`config.mk`:
```
export PLATFORM = sky130hd
export DESIGN_NAME = reg_file_param
export DESIGN_NICKNAME = d
export VERILOG_FILES = /design/src/rtl/reg_file_pkg.sv /design/src/rtl/reg_file_rdport.sv /design/src/rtl/reg_file_param.sv
export SDC_FILE = /design/constraint.sdc
export NUM_CORES = 1
export LEC_CHECK = 0
export ABC_AREA = 0
export CORE_UTILIZATION = 58
export DETAILED_ROUTE_END_ITERATION = 10
export GPL_ROUTABILITY_DRIVEN = 0
export GPL_TIMING_DRIVEN = 0
export PLACE_DENSITY = 0.8
export SLEW_MARGIN = 30
export SYNTH_ARGS = -nofsm -noshare
export SYNTH_HDL_FRONTEND = slang
export SYNTH_SLANG_ARGS = --single-unit
```
`constraint.sdc`:
```
create_clock -name clk -period 3.7 [get_ports clk]
set_input_delay 0.555 -clock clk [delete_from_list [all_inputs] [get_ports clk]]
set_output_delay 0.555 -clock clk [all_outputs]
set_load 0.02 [all_outputs]
```
`src/rtl/reg_file_pkg.sv`:
```
// Shared types and defaults for the parametrised register file.
// Optional feature macro: ZERO_REG_EN (register 0 hardwired to zero).
package reg_file_pkg;

  localparam int unsigned DefaultDataW = 8;
  localparam int unsigned DefaultAddrW = 3;

  // Soft-clear controller states: StIdle is IDLE, StSweep is SWEEP.
  typedef enum logic [0:0] {
    StIdle  = 1'b0,
    StSweep = 1'b1
  } state_e;

endpackage

```
`src/rtl/reg_file_rdport.sv`:
```
// One registered read port with write-first bypass.
// Optional feature macro: ZERO_REG_EN (address 0 always reads as zero, no bypass).
module reg_file_rdport
  import reg_file_pkg::*;
#(
  parameter int unsigned DATA_W = DefaultDataW,
  parameter int unsigned ADDR_W = DefaultAddrW
) (
  input  logic                                    clk_i,
  input  logic                                    rst_i,
  input  logic                                    rd_en_i,
  input  logic [ADDR_W-1:0]                       rd_addr_i,
  input  logic [(2**ADDR_W)-1:0][DATA_W-1:0]      regs_i,
  input  logic                                    wr_en_i,
  input  logic [ADDR_W-1:0]                       wr_addr_i,
  input  logic [DATA_W-1:0]                       wr_data_i,
  output logic [DATA_W-1:0]                       rd_data_o
);

  logic [DATA_W-1:0] data_q, data_d;
  logic              addr_is_zero;

  assign addr_is_zero = (rd_addr_i == '0);

  // Next read data: hold unless a read is accepted; an accepted same-edge write wins.
  always_comb begin
    data_d = data_q;
    if (rd_en_i) begin
`ifdef ZERO_REG_EN
      if (addr_is_zero) begin
        data_d = '0;
      end else if (wr_en_i && (wr_addr_i == rd_addr_i)) begin
        data_d = wr_data_i;
      end else begin
        data_d = regs_i[rd_addr_i];
      end
`else
      if (wr_en_i && (wr_addr_i == rd_addr_i)) begin
        data_d = wr_data_i;
      end else begin
        data_d = regs_i[rd_addr_i];
      end
`endif
    end
  end

  // Output register with asynchronous clear.
  always_ff @(posedge clk_i or posedge rst_i) begin
    if (rst_i) begin
      data_q <= '0;
    end else begin
      data_q <= data_d;
    end
  end

  assign rd_data_o = data_q;

`ifndef ZERO_REG_EN
  // Only consulted when register 0 is hardwired.
  logic unused_addr_is_zero;
  assign unused_addr_is_zero = addr_is_zero;
`endif

endmodule

```
`src/rtl/reg_file_param.sv`:
```
// DEPTH x DATA_W register file: one write port, two registered read ports with
// write-first bypass, read-valid strobe and a sequential soft-clear sweep.
// Optional feature macro: ZERO_REG_EN (register 0 hardwired to zero).
module reg_file_param
  import reg_file_pkg::*;
#(
  parameter int unsigned DATA_W = DefaultDataW,
  parameter int unsigned ADDR_W = DefaultAddrW
) (
  input  logic              clk,
  input  logic              RESET,
  input  logic [DATA_W-1:0] IN,
  input  logic [ADDR_W-1:0] INaddr,
  input  logic              WRITE,
  input  logic [ADDR_W-1:0] OUT1addr,
  input  logic [ADDR_W-1:0] OUT2addr,
  input  logic              READ,
  output logic [DATA_W-1:0] OUT1,
  output logic [DATA_W-1:0] OUT2,
  output logic              OUT_VALID,
  input  logic              CLEAR,
  output logic              BUSY
);

  localparam int unsigned DEPTH = 2 ** ADDR_W;
  localparam logic [ADDR_W-1:0] LastAddr = ADDR_W'(DEPTH - 1);

  logic [DEPTH-1:0][DATA_W-1:0] regs_q, regs_d;
  state_e                       state_q, state_d;
  logic [ADDR_W-1:0]            ptr_q, ptr_d;
  logic                         valid_q, valid_d;

  logic idle;
  logic clear_acc;
  logic wr_acc;
  logic rd_acc;

  assign idle      = (state_q == StIdle);
  assign clear_acc = idle && CLEAR;
  assign rd_acc    = idle && READ;

  // A write is dropped while sweeping and on the edge that starts a sweep.
  always_comb begin
    wr_acc = idle && WRITE && !CLEAR;
`ifdef ZERO_REG_EN
    if (INaddr == '0) begin
      wr_acc = 1'b0;
    end
`endif
  end

  // Clear controller: next state and sweep pointer.
  always_comb begin
    state_d = state_q;
    ptr_d   = ptr_q;
    unique case (state_q)
      StIdle: begin
        if (CLEAR) begin
          state_d = StSweep;
          ptr_d   = '0;
        end
      end
      StSweep: begin
        if (ptr_q == LastAddr) begin
          // Terminate on the last entry rather than wrapping.
          state_d = StIdle;
          ptr_d   = '0;
        end else begin
          ptr_d = ptr_q + ADDR_W'(1);
        end
      end
      default: begin
        state_d = StIdle;
        ptr_d   = '0;
      end
    endcase
  end

  // Array next state: sweep clears one entry per edge, otherwise accepted writes land.
  always_comb begin
    regs_d = regs_q;
    if (state_q == StSweep) begin
      regs_d[ptr_q] = '0;
    end else if (wr_acc) begin
      regs_d[INaddr] = IN;
    end
  end

  // Valid strobe follows each accepted read for exactly one cycle.
  always_comb begin
    valid_d = rd_acc;
  end

  // State registers, all cleared asynchronously.
  always_ff @(posedge clk or posedge RESET) begin
    if (RESET) begin
      regs_q  <= '0;
      state_q <= StIdle;
      ptr_q   <= '0;
      valid_q <= 1'b0;
    end else begin
      regs_q  <= regs_d;
      state_q <= state_d;
      ptr_q   <= ptr_d;
      valid_q <= valid_d;
    end
  end

  reg_file_rdport #(
    .DATA_W (DATA_W),
    .ADDR_W (ADDR_W)
  ) u_rdport1 (
    .clk_i     (clk),
    .rst_i     (RESET),
    .rd_en_i   (rd_acc),
    .rd_addr_i (OUT1addr),
    .regs_i    (regs_q),
    .wr_en_i   (wr_acc),
    .wr_addr_i (INaddr),
    .wr_data_i (IN),
    .rd_data_o (OUT1)
  );

  reg_file_rdport #(
    .DATA_W (DATA_W),
    .ADDR_W (ADDR_W)
  ) u_rdport2 (
    .clk_i     (clk),
    .rst_i     (RESET),
    .rd_en_i   (rd_acc),
    .rd_addr_i (OUT2addr),
    .regs_i    (regs_q),
    .wr_en_i   (wr_acc),
    .wr_addr_i (INaddr),
    .wr_data_i (IN),
    .rd_data_o (OUT2)
  );

  assign OUT_VALID = valid_q;
  assign BUSY      = (state_q == StSweep);

endmodule

```
==> results.tsv <==
metric	value	unit
dp_hpwl	7.56	mm
core	0.00725	mm2
clock_path_buffers	2	
layout_worst_path_cycle_share	0.665	
synth_edf_count	0	
synthesis.area	0.00437	mm2
vias_per_cell	6.67	
rows	31	
synth.most_common_cell	dfrtp_1	
cts_sinks	85	
finalPower	3.08	mW
nNetsFinal	390	
fin_crit	2.46	ns
die_area	0.00788	mm2
grt_pass1_wl	17.1	mm
clkTransAtPathRegs	0.09	ns
worstPathRequired	3.98	ns
cts_buffers	9	
grt_usage	0.303	
ys.flop_type	dfrtp_1	
io_pins	40	
port_buffers	24	
regArea	0.00213	mm2
post_cts_buffers	0	
synth_seq_area_share	0.487	
synth_top_cells_by_count	85 x dfrtp_1, 56 x a22o_1, 32 x mux4_2, 28 x nand2_1, 13 x nor2_1	
area_growth	14.9	%
maxSlewHeadroom	0.372	
clk_latency	0.36	ns
ff2ff_setup_slack	1.40	ns
firstDrtPassIters	5	
async_flop_share	1.00	
tritoncts	built	
syn_inst	330	
endpoint_kind	flip-flop	
p_leak	2.14	nW
antenna_cells	0	
maxCapViolations	0	
grt_overflow_total	0	
syn-num-nets	354	
postCtsResizedCells	0	
start_kind	primary input	
worstSetupPathType	primary input to flip-flop	
syn_avg_cell_area	13.2	um2
cp.arrival	2.74	ns
fin_area	0.00501	mm2
clock-root-buffer	clkbuf_8	
p_per_area	614	mW/mm2
grt_pass1_vias	3174	
vias	3135	
drc	0	
setup_viol	0	
yosysTopAreaCellShare	0.487	
drtAntennaViolNets	0	
hold_path.class	primary input to async pin	
final.setup_skew	0.00831	ns
finish.utilization	0.691	
multi_input_area	0.00213	mm2
wl_per_cell	22.6	um
rsz0062_at_grt	false	
ys_warn_count	0	
place_area	0.00477	mm2
hold_ws	0.477	ns
critPathMaxFanout	10	
drt_iter0_drc	276	
die_x	88.8	um
htree_levels	3	
final.fill_count	542	
synth.distinct_cells	38	
status	completed	
ys_top_cells_by_area	dfrtp_1 49%, mux4_2 17%, a22o_1 11%	
yosysTopAreaCell	dfrtp_1	
routed_wl	10.6	mm
fp.dieH	88.8	um
fmax	407	MHz
drive_gt1_frac	0.216	
antenna_found_initial	0	
hold_violations	0	
postCtsHoldBufs	0	
start_util	0.602	
ys_ff_latch	85	
maxSlewViolCount	0	
ir_worst_vdd	0.302	mV
grt_max_degree	69	
worst_pin_slew	0.930	ns
## kinds of logic after synthesis
kind of cell / synth area share
AOI/OAI and AO/OA: 0.185
muxes: 0.198
buffers and inverters: 0.0292
and+or+nand+nor: 0.0831
adders and majority gates: 0.00573
xor gates and xnor gates: 0.0120
DFF: 0.487
## worst paths after layout
check | cells after the start | end | start
min in group clk | 2 | u_rdport1.rd_data_o[6] | u_rdport1.rd_data_o[6]
worst min register to register | 2 | u_rdport1.rd_data_o[6] | u_rdport1.rd_data_o[6]
worst min-delay path | 2 | u_rdport2.rd_data_o[3] | RESET
worst max register to register | 5 | regs_q[56] | BUSY
worst max-delay path | 6 | regs_q[9] | INaddr[1]
max in group asynchronous | 3 | regs_q[1] | RESET
## state kept, by name, summed over array words and instances, names as in the netlist
signal               cells
BUSY                     1
regs_q                  64
ptr_q                    3
u_rdport2.rd_data_o      8
u_rdport1.rd_data_o      8
OUT_VALID                1
## layer usage
metal	global-route usage	vias to the layer above	wire (um)
met5	0	-	0
met4	0.103	0	177
met3	0.0681	20	786
met2	0.497	131	5220
met1	0.403	1617	4450
li1	-	1367	-
## worst max-delay path, stage by stage
cell and delay (ns):
clkdlybuf4s50_1 0.53, or4b_1 0.65, nor2_1 0.47, buf_2 0.34
nand2_1 0.08, o21ai_0 0.10
## layout make-up
class	count	area share
Clock buffer	9	0.0247
Buffer	25	0.0217
Inverter	5	0.00474
Multi-Input combinational cell	215	0.424
Tap cell	99	0.0247
Sequential cell	85	0.424
Clock inverter	7	0.0227
Timing Repair Buffer	25	0.0534
## cells in the final DEF (no fill, tap or decap), types with 9 or more instances in the layout
cell	netlist	routed
dfrtp_1	85	85
a22o_1	56	56
nor2_1	13	13
clkbuf_1	10	10
mux4_2	32	32
mux2i_1	12	12
o21ai_0	10	10
buf_2	12	12
clkbuf_8	0	9
nand2_1	28	28
clkdlybuf4s50_1	0	24
## stage by stage
stage,std cells,setup slack (ns),TNS (ns)
final,470,1.24,0
after global routing,470,1.15,0
after CTS,470,1.24,0
after detailed placement,454,0.872,0
after global placement,453,-0.330,-27.52
after floorplan,330,0.952,0
## report_power, final
part	switching (mW)	internal, mW	total [mW]
registers	0.152	1.13	1.28
logic	0.534	0.484	1.02
clock network	0.335	0.446	0.781
total	1.02	2.06	3.08
No activity file was read; power rests on OpenSTA's default activity.
